$ cat src/rtl/operand_fetch.sv
// Register file and operand-fetch sequencer: eight general registers, one shared read port,
// two-cycle fetch of an A/B operand pair presented under valid/ready. Optional macro: WRITE_BYPASS_EN.
module operand_fetch #(
    parameter int unsigned DATA_W = 16,
    parameter int unsigned SEL_W  = 3
) (
    input  logic              clk,
    input  logic              rst_n,
    input  logic              write,
    input  logic [SEL_W-1:0]  writenum,
    input  logic [DATA_W-1:0] data_in,
    input  logic              start,
    input  logic [SEL_W-1:0]  rnum_a,
    input  logic [SEL_W-1:0]  rnum_b,
    output logic              busy,
    output logic              valid_out,
    input  logic              ready_in,
    output logic [DATA_W-1:0] ain,
    output logic [DATA_W-1:0] bin
);

    localparam int unsigned NREG = 2 ** SEL_W;

    typedef enum logic [1:0] {
        IDLE = 2'd0,
        RD_A = 2'd1,
        RD_B = 2'd2,
        HOLD = 2'd3
    } state_t;

    state_t            state;
    state_t            state_nx;
    logic              capture_c;
    logic              load_a_c;
    logic              load_b_c;
    logic [SEL_W-1:0]  idx_a;
    logic [SEL_W-1:0]  idx_b;
    logic [SEL_W-1:0]  rd_sel_c;
    logic [DATA_W-1:0] rd_data_c;
    logic [DATA_W-1:0] operand_c;
    logic [DATA_W-1:0] regs [NREG];

    // State register
    always_ff @(posedge clk or negedge rst_n) begin
        if (!rst_n) begin
            state <= IDLE;
        end else begin
            state <= state_nx;
        end
    end

    // Next-state and datapath control
    always_comb begin
        state_nx  = state;
        capture_c = 1'b0;
        load_a_c  = 1'b0;
        load_b_c  = 1'b0;
        case (state)
            IDLE: begin
                if (start) begin
                    capture_c = 1'b1;
                    state_nx  = RD_A;
                end
            end
            RD_A: begin
                load_a_c = 1'b1;
                state_nx = RD_B;
            end
            RD_B: begin
                load_b_c = 1'b1;
                state_nx = HOLD;
            end
            HOLD: begin
                if (ready_in) begin
                    if (start) begin
                        capture_c = 1'b1;
                        state_nx  = RD_A;
                    end else begin
                        state_nx = IDLE;
                    end
                end
            end
            default: state_nx = IDLE;
        endcase
    end

    // Status flags track the state register one-for-one
    always_ff @(posedge clk or negedge rst_n) begin
        if (!rst_n) begin
            busy      <= 1'b0;
            valid_out <= 1'b0;
        end else begin
            busy      <= (state_nx != IDLE);
            valid_out <= (state_nx == HOLD);
        end
    end

    // Shared read port: B index only while reading B
    always_comb begin
        rd_sel_c  = (state == RD_B) ? idx_b : idx_a;
        rd_data_c = regs[rd_sel_c];
`ifdef WRITE_BYPASS_EN
        operand_c = (write && (writenum == rd_sel_c)) ? data_in : rd_data_c;
`else
        operand_c = rd_data_c;
`endif
    end

    // Register file write port, independent of the sequencer
    always_ff @(posedge clk or negedge rst_n) begin
        if (!rst_n) begin
            for (int i = 0; i < int'(NREG); i++) begin
                regs[i] <= '0;
            end
        end else if (write) begin
            regs[writenum] <= data_in;
        end
    end

    // Index and operand latches
    always_ff @(posedge clk or negedge rst_n) begin
        if (!rst_n) begin
            idx_a <= '0;
            idx_b <= '0;
            ain   <= '0;
            bin   <= '0;
        end else begin
            if (capture_c) begin
                idx_a <= rnum_a;
                idx_b <= rnum_b;
            end
            if (load_a_c) begin
                ain <= operand_c;
            end
            if (load_b_c) begin
                bin <= operand_c;
            end
        end
    end

endmodule

$ cat config.mk
export PLATFORM = sky130hd
export DESIGN_NAME = operand_fetch
export DESIGN_NICKNAME = d
export VERILOG_FILES = /design/src/rtl/operand_fetch.sv
export SDC_FILE = /design/constraint.sdc
export NUM_CORES = 1
export LEC_CHECK = 0
export ABC_AREA = 1
export BUFFER_PORTS_ARGS = -buffer_cell sky130_fd_sc_hd__buf_2
export CELL_PAD_IN_SITES_DETAIL_PLACEMENT = 0
export CELL_PAD_IN_SITES_GLOBAL_PLACEMENT = 1
export CORE_MARGIN = 5
export CORE_UTILIZATION = 40
export DETAILED_ROUTE_END_ITERATION = 12
export PLACE_DENSITY = 0.75
export REMOVE_ABC_BUFFERS = 1
export SKIP_CTS_REPAIR_TIMING = 1
export SLEW_MARGIN = 20
export SYNTH_ARGS = -nofsm -noshare
export SYNTH_HDL_FRONTEND = slang
export SYNTH_SLANG_ARGS = --single-unit
$ cat constraint.sdc
create_clock -name clk -period 1.88 [get_ports clk]
set_input_delay 0.376 -clock clk [delete_from_list [all_inputs] [get_ports clk]]
set_output_delay 0.376 -clock clk [all_outputs]
set_load 0.005 [all_outputs]
# [Word-level counts from Yosys, hierarchy flattened]
# Index checks and enable logic that the tools add are counted.
[totals] inputBits=30 output_inout_bits=34 reg_bits=170
[classes] n_reduce_logical=3 n_eq_ne=4 n_lt_le_gt_ge=3 bitwise_logic=2 muxes=16
[ops] operator="$bwmux 128" count=1
[ops] operator="$bmux 16 s3" count=1
[ops] operator="$demux 16 s3" count=1
[ops] operator="$mux 16" count=3
[ops] operator="$ge 4x4->1 const B" count=2
[ops] operator="$not 3->4" count=2
[ops] operator="$pmux 2 s4" count=1
[ops] operator="$eq 2x2->1 const B" count=3
[ops] operator="$mux 1" count=5
[ops] operator="$lt 4x1->1 const B" count=1
[ops] operator="$mux 2" count=2
[ops] operator="$mux 3" count=1
[ops] operator="$eq 2x1->1 const B" count=1
[ops] operator="$logic_not 2->1" count=1
[ops] operator="$pmux 1 s2" count=1
[ops] operator="$reduce_bool 2->1" count=1
[ops] operator="$logic_and 1x1->1" count=1

# [Depth between registers and ports, before layout]
[depth] word_depth=6 ltp_mapped=12 mapped_depth_nobuf=10

# [Worst setup path before layout]
# Ideal clock, no wire load.
[synth_timing] path_kind="register to register" start="reg state[0]" end="reg bin[10]" stages_incl_launch_ff=9 synth_period_minus_slack_ns=1.743 path_buffers=2 arrival_ns=1.625 slack_ns=0.137 required_time_ns=1.762 setup_time_ns=0.118 path_cell_list="dfrtp_1 > inv_1 > ha_1 > buf_6 > o21ai_2 > buf_2 > nand3_1 > nand3_1 > nand2_1"
[synth_via] elab_chain_len=6
[synth_lines] item="start: declaration" line_no="31" rtl="state_t state;"
[synth_lines] item="start signal: assignment" line_no="48" rtl="state <= state_nx;"
[synth_lines] item="$eq 2x2->1 (*)" line_no="58, 100"
[synth_lines] item="$mux 3" line_no="100" rtl="rd_sel_c = (state == RD_B) ? idx_b : idx_a;"
[synth_lines] item="$not 3->4 (not written as such)" line_no="101" rtl="rd_data_c = regs[rd_sel_c];"
[synth_lines] item="$bmux 16 s3" line_no="101"
[synth_lines] item="$mux 16 (not written as such) (2 in series)" line_no="101"
[synth_lines] item="end signal: assignment" line_no="136" rtl="bin <= operand_c;"
[synth_lines] item="end: declaration" line_no="19" rtl="output logic [DATA_W-1:0] bin"
# Every way passes the cells marked *; elsewhere a longest branch is shown, timed or not. The select of a mux whose other input is x is not followed.
# A chain may end at the register's enable or synchronous reset.

# [Worst setup path after layout]
[layout_timing] start="reg state[1]" end="reg ain[4]"
[layout_via] elab_chain_len=6
[layout_lines] item="$eq 2x2->1" line_no="100"
[layout_lines] item="$mux 3" line_no="100"
[layout_lines] item="$not 3->4 (not written as such)" line_no="101"
[layout_lines] item="$bmux 16 s3" line_no="101"
[layout_lines] item="$mux 16 (not written as such) (2 in series)" line_no="101"
[layout_lines] item="end signal: assignment" line_no="133" rtl="ain <= operand_c;"
[layout_lines] item="end: declaration" line_no="18" rtl="output logic [DATA_W-1:0] ain,"
# Parallel ways exist; a longest one is shown, timed or not. The select of a mux whose other input is x is not followed.

==> results <==
- The cell leakage power is between 5 and 6 nW.
- The critical path goes through ha_4, buf_6, nand2_1, o21ai_2, inv_2, nand3_1, nand3_1, nand2_1.
- For this run, the top clock speed supported by timing is ~570 MHz.
- The total negative slack is 0 ns.
- After detailed routing, the average wire length per cell comes to 16.97 um.
- The detailed-placement wirelength estimate is 13,840 um.
- Fill cells in the final layout number around 2,000.
- In this run the cell area of the synthesized design comes to ~8000 um2.
- The number of clock sinks seen by CTS is 170.
- The number of clock buffers added by TritonCTS is 17.
- The cell-internal power is between 0.009 and 0.01 W.
- The final count of hold timing violations was 0.
- The total area of sequential cells is 4255 um2.
- The proportion of synthesized flip-flops having asynchronous set or reset is 1.000.
- For this run, the register share of the synthesized area comes to 0.5290.
- The worst slack at placement is 0.03527 ns.
- The share of Yosys cell area claimed by the top area cell type is 0.5290.
- During I/O placement, the number of pins put on the boundary was 64.
- The critical path is of the register to register type.
- The master cell of the clock root buffer is sky130_fd_sc_hd__clkbuf_16.
- The number of buffer and inverter instances along the worst setup path is 2.
- The via-per-instance ratio is 5.004.
- At the worst endpoint, the arrival time is between 2 and 2.5 ns.
- In this design, the stage delay of the slowest critical-path cell is around 0.44 ns.
- The total overflow left after global routing is 0.
- The congestion estimate from routability-driven global placement came to around 0.77.
- The worst-case IR drop observed on VDD is approximately 750 uV.
- The number of cells after detailed placement is roughly 1,300.
- The setup-violating endpoint count in the final report is 0.
- Of the total power, the share spent switching nets is 0.4053.
- Clock-pin slew was measured on the worst setup and hold paths at ~0.070 ns.
- The repair_antennas step left the layout with diodes totalling 0.
- The number of global-route vias before repair is 6,459.
- Compared with the post-synthesis result, the final layout area differs by 19.14%.
- The clock arrives with roughly 0.011 ns of skew.
- The flip-flop cell with the highest count after synthesis is sky130_fd_sc_hd__dfrtp_1.
- The final count of pins violating max slew came to 0.
- The clock tree buffer depth is 2.
- Setup repair after global routing left no endpoint under its margin.
- The first global-routing pass estimated around 36,000 um of wire.
- The worst pin sits at a relative slew slack of 0.6902.
- Of the total power, combinational logic draws 0.447.
- The number of detailed-routing iterations run before antenna repair is 6.
- The count of yosys warnings during synthesis is 0.
- During placement, the flow inserted port buffers numbering 63.
- The final critical path time including I/O delays and setup is 1.767 ns.
- The path category of the worst min-delay check is input port to register.
- The later pin in the worst-skew pair is clocked with a latency of about 0.42 ns.
- The number of enable-type register cells in the synthesized netlist is 0.
- The number of standard-cell rows in the floorplan is ~50.
- The worst hold slack is 0.1666 ns.
- For this design the total switching power over the nets is roughly 0.0065 W.
- The synthesized instance count is a little over 1,000.
- The number of antenna violations at the first check in global routing was 0.
- Of the cells placed in the final design, the portion with a size suffix greater than 1 is 0.1482.
- Across the run, the number of max-cap violations was 0.
- The area of the multi-input gates is about 3000 um2.
- The flow ran to the end, and the final reports show no timing, DRC or antenna violations.
- For this design the ratio of total power to cell area is ~1700 nW/um2.
- Yosys mapped the design onto 24 distinct sky130hd cell types.
- Across every metal layer, demand over resource in global routing totals 0.2073.
- The sequential group share of total power is 0.321.
- The floorplan core area is between 15,000 and 20,000 um2.
- Sorting the synthesized cells by area gives the leading types as sky130_fd_sc_hd__dfrtp_1 53%, sky130_fd_sc_hd__nand2_1 13%, sky130_fd_sc_hd__nand3_1 12%.
- The vertical die dimension is around 150 um.
- The die width is approximately 150 um.
- The routed layout has ~7,000 vias.
- The data required time of the worst path is about 2.2 ns.
- In the routed design, unresolved DRC markers number 0.
- The count of cells in the finished layout, fillers not included, comes to around 1,400.
- The worst setup path is captured at a register.
- A synthesized cell averages between 7 and 8 um2.
- The full die area is between 20,000 and 25,000 um2.
- The H-tree was split into 4 levels.
- The cell class contributing the biggest share of worst-path delay is buffers and inverters.
- The worst setup path is launched from a register.
- The maximum fanout count along the critical path is 16.
- TritonCTS built the clock tree.
- The final net count is 1,122.
- The iteration-0 DRC count of the detailed router is between 500 and 600.
- The share of total power in the clock network is 0.231.
- The largest net degree at the start of global routing is 64.
- The detailed-route wire length is 23,170 um.
- After layout, the worst setup slack is around 0.11 ns.
- For this configuration, the core starts out at a cell density of 0.4092.
- The slowest stage cell on the critical path is sky130_fd_sc_hd__dfrtp_2.
- The residual antenna-violating net count after detailed routing is 0.
- The synthesis-stage register bit count is 170.
- The cell type with the highest aggregate area in the netlist is sky130_fd_sc_hd__dfrtp_1.
- Dividing the final minimum period by the clock period gives 0.9399.
- At the pin with the least slew margin, the transition time is approximately 0.46 ns.
metrics by stage:
| stage | utilization | total power (W) | cell area [um2] |
|---|---|---|---|
| 2_1_floorplan | - | 0.009029 | 7746 |
| 3_3_place_gp | 0.4472 | 0.01182 | 8790 |
| 3_5_place_dp | 0.4472 | 0.01187 | 8790 |
| 4_1_cts | 0.4787 | 0.01565 | 9409 |
| 5_1_grt | 0.4875 | 0.01730 | 9580 |
| 6_report | 0.4875 | 0.01613 | 9580 |
worst reg2reg max path: cells and delay by family, from the launching register on:
kind                     cells  cell delay (ns)
AND/OR/NAND/NOR              4             0.44
adder cells (fa/ha/maj)      1             0.19
flip-flops                   1             0.44
AO/OA/AOI/OAI                1             0.10
buffers and inverters        2             0.50
cell type report:
type,instances,share of cell area
multi-input cells,630,0.3081
clock inverters,12,0.01802
flip-flops and latches,170,0.4442
well taps,265,0.03461
repair buffers,106,0.08502
inverters,162,0.06347
clock buffers,20,0.04662
state kept, by name, summed over array words and instances, names as in the netlist:
signal,flops
regs,128
ain,16
bin,16
idx_a,3
idx_b,3
state,2
busy,1
valid_out,1
cells in the final DEF (no fill, tap or decap), types with 3 or more instances in the layout:
cell type                   count
sky130_fd_sc_hd__inv_2          3
sky130_fd_sc_hd__buf_4         27
sky130_fd_sc_hd__nand2_1      268
sky130_fd_sc_hd__nand3_2        8
sky130_fd_sc_hd__buf_12         8
sky130_fd_sc_hd__clkinv_2       4
sky130_fd_sc_hd__a21oi_1        4
sky130_fd_sc_hd__clkbuf_16     20
sky130_fd_sc_hd__ha_1           4
sky130_fd_sc_hd__nand2_2        5
sky130_fd_sc_hd__buf_6          5
sky130_fd_sc_hd__buf_2         62
sky130_fd_sc_hd__inv_1        158
sky130_fd_sc_hd__bufinv_16      4
sky130_fd_sc_hd__nor2_1         9
sky130_fd_sc_hd__o21ai_0      130
sky130_fd_sc_hd__dfrtp_1      169
sky130_fd_sc_hd__nand3_1      189
final timing paths:
kind | start | to | slack [ns] | cells past startpoint
worst max register to register | state[1] | ain[4] | 0.11 | 8
worst min-delay path | data_in[14] | regs[14] | 0.17 | 3
worst max-delay path | state[1] | ain[4] | 0.11 | 8
max in group asynchronous | rst_n | regs[51] | 0.76 | 3
worst min register to register | ain[13] | ain[13] | 0.48 | 2
min in group asynchronous | rst_n | regs[59] | 0.42 | 2
power by group through the flow:
stage	Sequential, W	Combinational [W]	Clock (W)
global route	0.00529	0.00804	0.00397
global placement	0.00521	0.00661	0
floorplan	0.00512	0.00391	0
detailed placement	0.00522	0.00665	0
finish	0.00518	0.00722	0.00373
CTS	0.00517	0.00668	0.00379
per-layer routing:
metal / share of wire / vias to the layer above / track usage
met3: 0.056 / 20 / 0.04075
met4: 0.011 / 0 / 0.04043
met2: 0.46 / 205 / 0.3269
li1: - / 3344 / -
met1: 0.48 / 3261 / 0.3000
met5: 0 / - / 0
cell usage after synthesis, drive strengths merged (2+ instances only):
cell type and instances:
o21ai 132, clkbuf 30, buf 27, nand2 275
mux2 2, ha 5, a21oi 4, dfrtp 170
nor2 10, or2 2, nand3 197, inv 161
logic make-up (layout without fill, tap and decap cells):
logic type               after synthesis  count (layout)  synth area share
AO/OA/AOI/OAI                        136             136           0.08558
adder cells (fa/ha/maj)                5               5          0.007780
buffers and inverters                219             300            0.1123
flip-flops                           170             170            0.5290
multiplexers                           2               2          0.002800
AND/OR/NAND/NOR                      487             487            0.2625
Note: power is estimated with default switching activity, not from simulation.
